### src/rtl/zeta_stream_gen.sv
// Twiddle-factor stream generator for an NTT/INTT butterfly unit.
// Each zeta = ROOT_OF_UNITY^brv(k) mod Q is computed on the fly by K square-and-multiply steps.
module zeta_stream_gen #(
    parameter int unsigned ROOT_OF_UNITY = 17,
    parameter int unsigned Q             = 3329,
    parameter int unsigned K             = 7
) (
    input  logic          clk,
    input  logic          rst,
    input  logic          start,
    input  logic          inverse,
    output logic          busy,
    output logic          zeta_valid,
    input  logic          zeta_ready,
    output logic [15:0]   zeta,
    output logic [K-1:0]  zeta_idx,
    output logic          last,
    output logic          done
);

    localparam int unsigned QW = $clog2(Q);
    localparam int unsigned PW = 2 * QW + 5;
    localparam int unsigned BW = (K > 1) ? $clog2(K) : 1;
    localparam logic [BW-1:0] BitTop = BW'(K - 1);
    localparam logic [K-1:0]  IdxMax = '1;

    typedef enum logic [1:0] {StIdle, StCalc, StOut} state_e;

    state_e        state_q, state_d;
    logic [QW-1:0] acc_q, acc_d;
    logic [K-1:0]  k_q, k_d;
    logic [BW-1:0] bitpos_q, bitpos_d;
    logic          inv_q, inv_d;
    logic          done_q, done_d;

    logic [K-1:0]  exp_brv;
    logic [PW-1:0] sq, mul;
    logic [QW-1:0] t, step;
    logic          is_last;

    // Exponent is the bit-reversed index; walked MSB first via bitpos.
    always_comb begin
        for (int i = 0; i < int'(K); i++) begin
            exp_brv[i] = k_q[int'(K) - 1 - i];
        end
    end

    always_comb begin
        sq   = PW'(acc_q) * PW'(acc_q);
        t    = QW'(sq % PW'(Q));
        mul  = PW'(t) * PW'(ROOT_OF_UNITY);
        step = exp_brv[bitpos_q] ? QW'(mul % PW'(Q)) : t;
    end

    assign is_last = inv_q ? (k_q == '0) : (k_q == IdxMax);

    always_ff @(posedge clk or posedge rst) begin
        if (rst) begin
            state_q  <= StIdle;
            acc_q    <= QW'(1);
            k_q      <= '0;
            bitpos_q <= '0;
            inv_q    <= 1'b0;
            done_q   <= 1'b0;
        end else begin
            state_q  <= state_d;
            acc_q    <= acc_d;
            k_q      <= k_d;
            bitpos_q <= bitpos_d;
            inv_q    <= inv_d;
            done_q   <= done_d;
        end
    end

    always_comb begin
        state_d  = state_q;
        acc_d    = acc_q;
        k_d      = k_q;
        bitpos_d = bitpos_q;
        inv_d    = inv_q;
        done_d   = 1'b0;
        unique case (state_q)
            StIdle: begin
                if (start) begin
                    inv_d    = inverse;
                    k_d      = inverse ? IdxMax : '0;
                    acc_d    = QW'(1);
                    bitpos_d = BitTop;
                    state_d  = StCalc;
                end
            end
            StCalc: begin
                acc_d    = step;
                bitpos_d = bitpos_q - BW'(1);
                if (bitpos_q == '0) begin
                    state_d = StOut;
                end
            end
            StOut: begin
                if (zeta_ready) begin
                    if (is_last) begin
                        state_d = StIdle;
                        done_d  = 1'b1;
                    end else begin
                        k_d      = inv_q ? (k_q - K'(1)) : (k_q + K'(1));
                        acc_d    = QW'(1);
                        bitpos_d = BitTop;
                        state_d  = StCalc;
                    end
                end
            end
            default: state_d = StIdle;
        endcase
    end

    always_comb begin
        busy       = (state_q != StIdle);
        zeta_valid = (state_q == StOut);
        last       = zeta_valid & is_last;
        done       = done_q;
        zeta_idx   = k_q;
        zeta       = '0;
        if (zeta_valid) begin
            // Inverse stream emits the additive negation; acc is never zero.
            zeta = inv_q ? (16'(Q) - 16'(acc_q)) : 16'(acc_q);
        end
    end

endmodule

### config.mk
export PLATFORM = sky130hd
export DESIGN_NAME = zeta_stream_gen
export DESIGN_NICKNAME = d
export VERILOG_FILES = /design/src/rtl/zeta_stream_gen.sv
export SDC_FILE = /design/constraint.sdc
export NUM_CORES = 1
export LEC_CHECK = 0
export CORE_ASPECT_RATIO = 1.75
export CORE_MARGIN = 3
export CORE_UTILIZATION = 45
export DETAILED_ROUTE_END_ITERATION = 10
export SYNTH_ARGS = -nofsm -noshare
export SYNTH_HDL_FRONTEND = slang
export SYNTH_SLANG_ARGS = --single-unit
### constraint.sdc
create_clock -name clk -period 72.8 [get_ports clk]
set_input_delay 14.56 -clock clk [delete_from_list [all_inputs] [get_ports clk]]
set_output_delay 14.56 -clock clk [all_outputs]
set_load 0.02 [all_outputs]
Yosys cells after proc, flatten, opt, wreduce, memory -nomap -nowiden
Cells that the tools add are included.

Bits of input ports: 5. Word-level logic and storage cells: 61. Output and inout port bits: 27. Register bits after elaboration: 26.

$lt $le $gt $ge: 1. Mux-type cells: 28. Bitwise gates (word level): 1. $add $sub $neg: 4. Eq/ne operators: 7. Divide/modulo/power cells: 2. Multiply operators: 2. Reductions and logical operators: 10.

Operators with widths (count): $mux W12 (4); $pmux W12 S3 (1); $mux W7 (5); $mux W16 (2); $mod A17 B12 Y29 const B (1); $mod A24 B12 Y29 const B (1); $mul A12 B12 Y24 (1); $mul A12 B5 Y17 const B (1); $pmux W7 S2 (1); $sub A12 B12 Y13 const A (1); $mux W3 (3); $pmux W3 S3 (1); $reduce_and A4 Y1 (2); $add A7 B1 Y7 const B (1); $eq A7 B7 Y1 const B (1); $logic_not A7 Y1 (1); $sub A7 B1 Y7 const B (1); $mux W1 (6); $mux W2 (3); $ne A2 B2 Y1 const B (3); $pmux W2 S3 (1); $lt A3 B4 Y1 const B (1); $reduce_bool A2 Y1 (2); $bmux W1 S3 (1); other kinds (10) (10).

Depth between registers and ports, before layout
Gate-level depths: netlist of run 1.

Depth in word-level cells: 6. Mapped depth: 132. Gate-level depth less buffers: 116.

Worst setup path after synthesis of run 1
OpenSTA, ideal clock, no wires.

Kind: register to register. Start point: reg acc_q[9]. End point: reg acc_q[7]. Path buffers: 14. Cell stages (with the launch flop): 127. Data required time: 72668 ps. Period minus slack after synthesis: 27444 ps. Setup slack: 45356 ps. Library setup time: 132 ps. Arrival time: 27312 ps. Cell sequence: dfrtp_1 -> clkbuf_1 -> clkbuf_1 -> nand2_1 -> fa_1 -> inv_1 -> fa_1 -> inv_1 -> fa_1 -> inv_1 -> fa_1 -> inv_1 -> fa_1 -> inv_1 -> ha_1 -> buf_2 -> and4_1 -> and2_1 -> (+91 left out) -> nor4_2 -> xor2_1 -> nand3b_1 -> o31ai_4 -> a21oi_1 -> nor2_2 -> buf_6 -> xnor2_1 -> ha_1 -> nand2_1 -> a41oi_1 -> o22ai_1 -> nand2_1 -> buf_2 -> nand2_1 -> nor2_1 -> xor2_1 -> o21ai_1.

Cells in the longest elaborated chain, start to end: 6.

Ends and longest elaborated chain: from (decl) (RTL line 30) `logic [QW-1:0] acc_q, acc_d;`; from (signal assigned) (RTL line 60) `acc_q <= QW'(1);`; from (signal assigned) (RTL line 67) `acc_q <= acc_d;`; $mul A12 B12 Y24 * (RTL line 49) `sq = PW'(acc_q) * PW'(acc_q);`; $mod A24 B12 Y29 * (RTL line 50) `t = QW'(sq % PW'(Q));`; $mul A12 B5 Y17 (RTL line 51) `mul = PW'(t) * PW'(ROOT_OF_UNITY);`; $mod A17 B12 Y29 (RTL line 52) `step = exp_brv[bitpos_q] ? QW'(mul % PW'(Q)) : t;`; $mux W12 * (RTL line 52); $pmux W12 S3 * (RTL line 82) `unique case (state_q)`.

Every way passes the cells marked *; elsewhere a longest branch is shown, timed or not. A chain may end at the register's enable or synchronous reset.

Worst setup path in the final report of run 1
Start point: reg acc_q[3]. End point: reg acc_q[4].

The elaborated chain is that of the path after synthesis.

==> flow_summary.toml, run 1 <==
[grt]
grt_max_degree = 27
antenna_found_initial = 0
grt_util_all_layers_pct = 26.4
grt_pass1_vias = 16200
grt_first_pass_wirelength_um = 81200
grt-ovfl-total = 0

[yosys]
synth_seq_cells = 26
synth_top_area_share_pct = 10.9
synthXorXnorAreaFrac_pct = 10.3
synth_compound_area_share_pct = 31.6
synth_fa_ha_area_share_pct = 19.1
yosys.area_share.simple_pct = 25.0
yosys.cell_types.count = 139
synthFlopType = "dfrtp_1"
synth_enable_flop_cells = 0
synth.mux.area_fraction_pct = 2.74
synth_nets = 2286
synth_top_cell_by_area = "fa_1"
netlist_instances = 2100
netlist_area_sq_um = 15400
ys_seq_area_share_pct = 4.23
synth_area_leaders = "fa_1 11%, ha_1 7.9%, xnor2_1 7.0%"
async_flop_share_pct = 100
synth_top_family_by_area = "compound AO/OA/AOI/OAI gates"
yosys_warnings = 0
avgSynthCellArea_sq_um = 7.34

[placement]
place_hpwl_um = 41700
placed_cells = 2525
gp_congestion = 1.01
io_buffers = 31

[sta]
slew_headroom_pct = 23.4
skew_ns = 0.0131
finalHoldViolCount = 0
tns_ns = 0
drv_slew = 0
min_period_ns = 33.54
fmax_ghz = 0.0298
worstMarginPinSlew_ns = 1.14
fin_crit_sh_pct = 46.1
setup_viol = 0
grt_setup_unrepaired = "false"

[floorplan]
ios = 32
initial_utilization_pct = 45.7
die_x_um = 146
coreArea_sq_um = 33700
die_h_um = 251
dieArea_sq_um = 36600
row_count = 89

[drt]
ant_nets = 0
drcViolationCount = 0
vias = 15800
drtPass1Iterations = 5
totalWireLength_um = 49600
routedWlPerCell_um = 19.6
first_iter_violations = 752
vias_per_cell = 6.23

[finish]
layout.nets = 2261
final_layout_size_suffix_gt1_share_pct = 7.04
fin_util_pct = 47.9
fin_cells = 2529
area_growth_pct = 4.80
n_antenna_cell = 0

[hold_path]
hold_depth = 1
min_path_type = "reg -> reg"

[outcome]
status = "complete, no violations"

[cts]
cts_resized = 0
clk_latency_ns = 0.29
cts_htree_levels = 1
path_clk_slew_ns = 0.08
cts_hold_buf = 0
clockRootBuffer = "clkbuf_16"
post_cts_buffers = 0
cts.sinks = 26
ctsLongestPathBuffers = 2
cts_tree = "built"
cts_buffers = 3

[setup_path]
crit_type = "reg -> reg"
cp.required_ns = 72.96
critPathLaunchType = "register"
slowest_delay_ns = 0.81
crit_slowest_cell = "o211ai_1"
worstPathArrival_ns = 33.70
cp_max_fo = 19
reg2reg_depth = 113
path_common_cell = "ha_1"
cp-end-kind = "register"

[job]
max_cap_violations = 0
==> flip-flops by register name, summed over array words and instances, names as in the netlist <==
signal and cells:
acc_q 12, inv_q 1, bitpos_q 3, zeta_idx 7
state_q 2, done 1
==> Yosys cell counts (12+ instances only) <==
cell type  number
a211oi_1       21
mux2i_1        25
o211ai_1       22
nor3_1         41
nor2_1        170
ha_1           97
dfrtp_1        25
a21oi_1       134
inv_1         195
nand2b_1       27
a211o_1        12
a22oi_1        16
and3_1         29
or2_2          16
fa_1           84
nor2b_1        18
a31oi_1        34
o22ai_1        14
o221ai_1       12
clkbuf_1       43
xor2_1         37
nand4_1        20
nor4_1         25
a21o_1         34
o21ai_0        87
o31ai_1        23
a21boi_1       13
nand3_1        64
or3_1          24
and2_1         60
nand2_1       177
xnor2_1       124
o21a_1         23
buf_2          19
o21ai_1        30
==> critical path: cells and delay by family (launching register included) <==
kind / cells / cell delay [ns]
AO/OA/AOI/OAI: 44 / 12.09
XOR/XNOR: 10 / 4.06
adder cells (fa/ha/maj): 14 / 5.49
buffers and inverters: 9 / 1.00
flip-flops: 1 / 0.76
AND/OR/NAND/NOR: 36 / 9.96
==> worst paths after layout <==
kind,start,to,slack (ns)
setup / recovery,acc_q[3],acc_q[4],39.26
hold / removal,bitpos_q[0],bitpos_q[0],0.61
setup reg to reg,acc_q[3],acc_q[4],39.26
hold reg to reg,bitpos_q[0],bitpos_q[0],0.61
max in group asynchronous,rst,acc_q[0],57.82
min in group asynchronous,rst,acc_q[1],14.65
==> stage by stage <==
stage / cell area, sq um / setup slack [ns] / hold WS [ns]
finish: 16200 / 39.26 / 0.610
global route: 16200 / 36.33 / 0.649
CTS: 16200 / 39.60 / 0.614
detailed placement: 16000 / 39.81 / 0.603
global placement: 16000 / 40.25 / 0.594
floorplan: 15400 / 45.36 / 0.545
==> cells by family (layout without fill, tap and decap cells) <==
logic type               count (synthesis)  count (layout)
AO/OA/AOI/OAI                          660             660
XOR/XNOR                               170             170
adder cells (fa/ha/maj)                186             186
buffers and inverters                  272             246
flip-flops                              26              26
multiplexers                            39              39
AND/OR/NAND/NOR                        747             747
==> placed cells by master, fill, tap and decap left out, drive strengths merged, types with 40 or more instances in the layout <==
cell	count
inv	199
xor2	40
nand2	178
ha	97
and2	62
nor2	176
fa	84
o21ai	122
nand3	64
nor3	44
a21oi	139
xnor2	129
==> layer usage <==
| layer | up-vias | routed length (um) | share of wire [%] | GRT usage, % |
|---|---|---|---|---|
| li1 | 7577 | - | - | - |
| met4 | 0 | 3860 | 7.8 | 18.3 |
| met2 | 400 | 27200 | 55 | 52.3 |
| met1 | 7581 | 17500 | 35 | 25.7 |
| met5 | - | 0 | 0 | 0 |
| met3 | 192 | 1150 | 2.3 | 1.51 |
==> cell type report <==
cell class              instances  area [sq um]
well taps                     455           569
inverters                     200           751
clock inverters                 1          30.0
clock buffers                   3          75.1
multi-input cells            1802         13700
flip-flops and latches         26           652
fillers                      3453         17600
repair buffers                 42           393
Power of run 1 is not shown: default switching activity piles up to over one toggle a cycle in this logic, so the estimate is an artifact.
==> run 2, diff against run 1 <==
==> constraint.sdc (replaced) <==
create_clock -name clk -period 26.9 [get_ports clk]
set_input_delay 5.38 -clock clk [delete_from_list [all_inputs] [get_ports clk]]
set_output_delay 5.38 -clock clk [all_outputs]
set_load 0.02 [all_outputs]
==> run 2 against run 1 <==
Against the previous run: global-route usage grew 2.0 points; routed wire length grew 12%; sequential share of layout area shrank 0.66 points; final area grew 22%; fmax grew 28%; via count grew 9.1%; die area is the same; critical path depth grew 4.
==> flow_summary.toml, run 2 (same netlist as run 1, synthesis figures left out) <==
[grt]
grt_pass1_vias = 17300
antenna_found_initial = 0
grt_util_all_layers_pct = 28.4
grt_first_pass_wirelength_um = 86500
grt-ovfl-total = 0
grt_max_degree = 27

[hold_path]
hold_end = "bitpos_q[0]"
hp-start = "bitpos_q[0]"
hold_depth = 1
min_path_type = "reg -> reg"

[sta]
worst_slack_ns = 0.728
setup_viol = 0
fmax_ghz = 0.0382
slew_headroom_pct = 25.7
min_period_ns = 26.17
skew_ns = 0.00529
fin_crit_sh_pct = 97.3
drv_slew = 0
holdWs_ns = 0.614
finalHoldViolCount = 0
worstMarginPinSlew_ns = 1.11

[finish]
n_antenna_cell = 0
final_layout_size_suffix_gt1_share_pct = 26.4
layout.nets = 2544
area_growth_pct = 27.5
largest_reg_flops = 12
regMostFlops = "acc_q"
fin_cells = 2812
final_common_cell = "buf_4"
final_cell_mix = "285 x buf_4, 191 x inv_1, 170 x nand2_1, 156 x nor2_1, 115 x a21oi_1"
final_cell_area_sq_um = 19700

[placement]
pre_cts_slack_ns = -0.981
placed_area_sq_um = 17500
place_hpwl_um = 45400
placed_cells = 2719
io_buffers = 31
gp_congestion = 1.02

[drt]
totalWireLength_um = 55800
ant_nets = 0
drtPass1Iterations = 5
first_iter_violations = 800
vias_per_cell = 6.11
drcViolationCount = 0
vias = 17200
routedWlPerCell_um = 19.8

[floorplan]
coreArea_sq_um = 33700
die_h_um = 251
initial_utilization_pct = 45.7
die_x_um = 146
dieArea_sq_um = 36600
ios = 32
row_count = 89

[setup_path]
cp.required_ns = 27.06
reg2reg_depth = 117
worstReg2RegStart = "acc_q[6]"
slowest_delay_ns = 0.63
critPathLaunchType = "register"
reg2reg_to = "acc_q[4]"
worstPathArrival_ns = 26.33
cp_max_fo = 7
path_common_cell = "buf_4"
crit_type = "reg -> reg"
cp-end-kind = "register"
crit_slowest_cell = "fa_1"
r2r_slack_ns = 0.73

[cts]
path_clk_slew_ns = 0.08
clk_latency_ns = 0.28
cts_tree = "built"
cts.sinks = 26
clockRootBuffer = "clkbuf_16"
ctsLongestPathBuffers = 2
cts_htree_levels = 1
cts_hold_buf = 0
cts_buffers = 3

[job]
max_cap_violations = 0

[outcome]
status = "complete, no violations"
run 2: changes by cell type in the layout (fill, tap and decap cells not counted), sizes merged:
cell	change
a31o	+1
buf	+282
clkinvlp	+2
inv	-2
run 2: worst max-delay path by stage:
stage,startpoint,endpoint
detailed placement,acc_q[3],acc_q[4]
floorplan,acc_q[9],acc_q[7]
finish,acc_q[6],acc_q[4]
global placement,acc_q[3],acc_q[4]
global route,acc_q[5],acc_q[4]
CTS,acc_q[1],acc_q[4]
run 2: stage by stage:
| step | utilization (%) | TNS, ns |
|---|---|---|
| CTS | 53.2 | 0 |
| finish | 58.2 | 0 |
| floorplan | - | 0 |
| detailed placement | 52.0 | -8.96 |
| global route | 58.2 | -1.67 |
| global placement | 52.0 | -6.79 |
run 2: critical path, delay by kind of cell (launching register included):
family                   cells  cell delay, ns
AND/OR/NAND/NOR             34            7.78
AO/OA/AOI/OAI               45            8.95
buffers and inverters       17            2.44
adder cells (fa/ha/maj)     12            4.29
multiplexers                 2            0.61
XOR/XNOR                     7            1.45
flip-flops                   1            0.48
run 2: metal layers:
| layer | routed length, um | GRT usage [%] |
|---|---|---|
| met1 | 18700 | 26.1 |
| met4 | 4410 | 17.7 |
| met2 | 31300 | 59.2 |
| met5 | 0 | 0 |
| met3 | 1440 | 1.44 |
run 2: timing repair:
item                                    4_1_cts  5_1_grt
endpoints found under the setup margin       12       12
resized for setup                            52      223
setup buffers                                 7       81
cloned                                        0        1
pin swaps                                    14      106
run 2: area by class of cell:
cell class	count	area [sq um]
Multi-Input combinational cell	1803	15000
Fill cell	3213	14100
Timing Repair Buffer	324	2550
Inverter	200	761
Sequential cell	26	664
Tap cell	455	569
Clock buffer	3	75.1
Clock inverter	1	30.0
Power of run 2 is left out for the same reason.
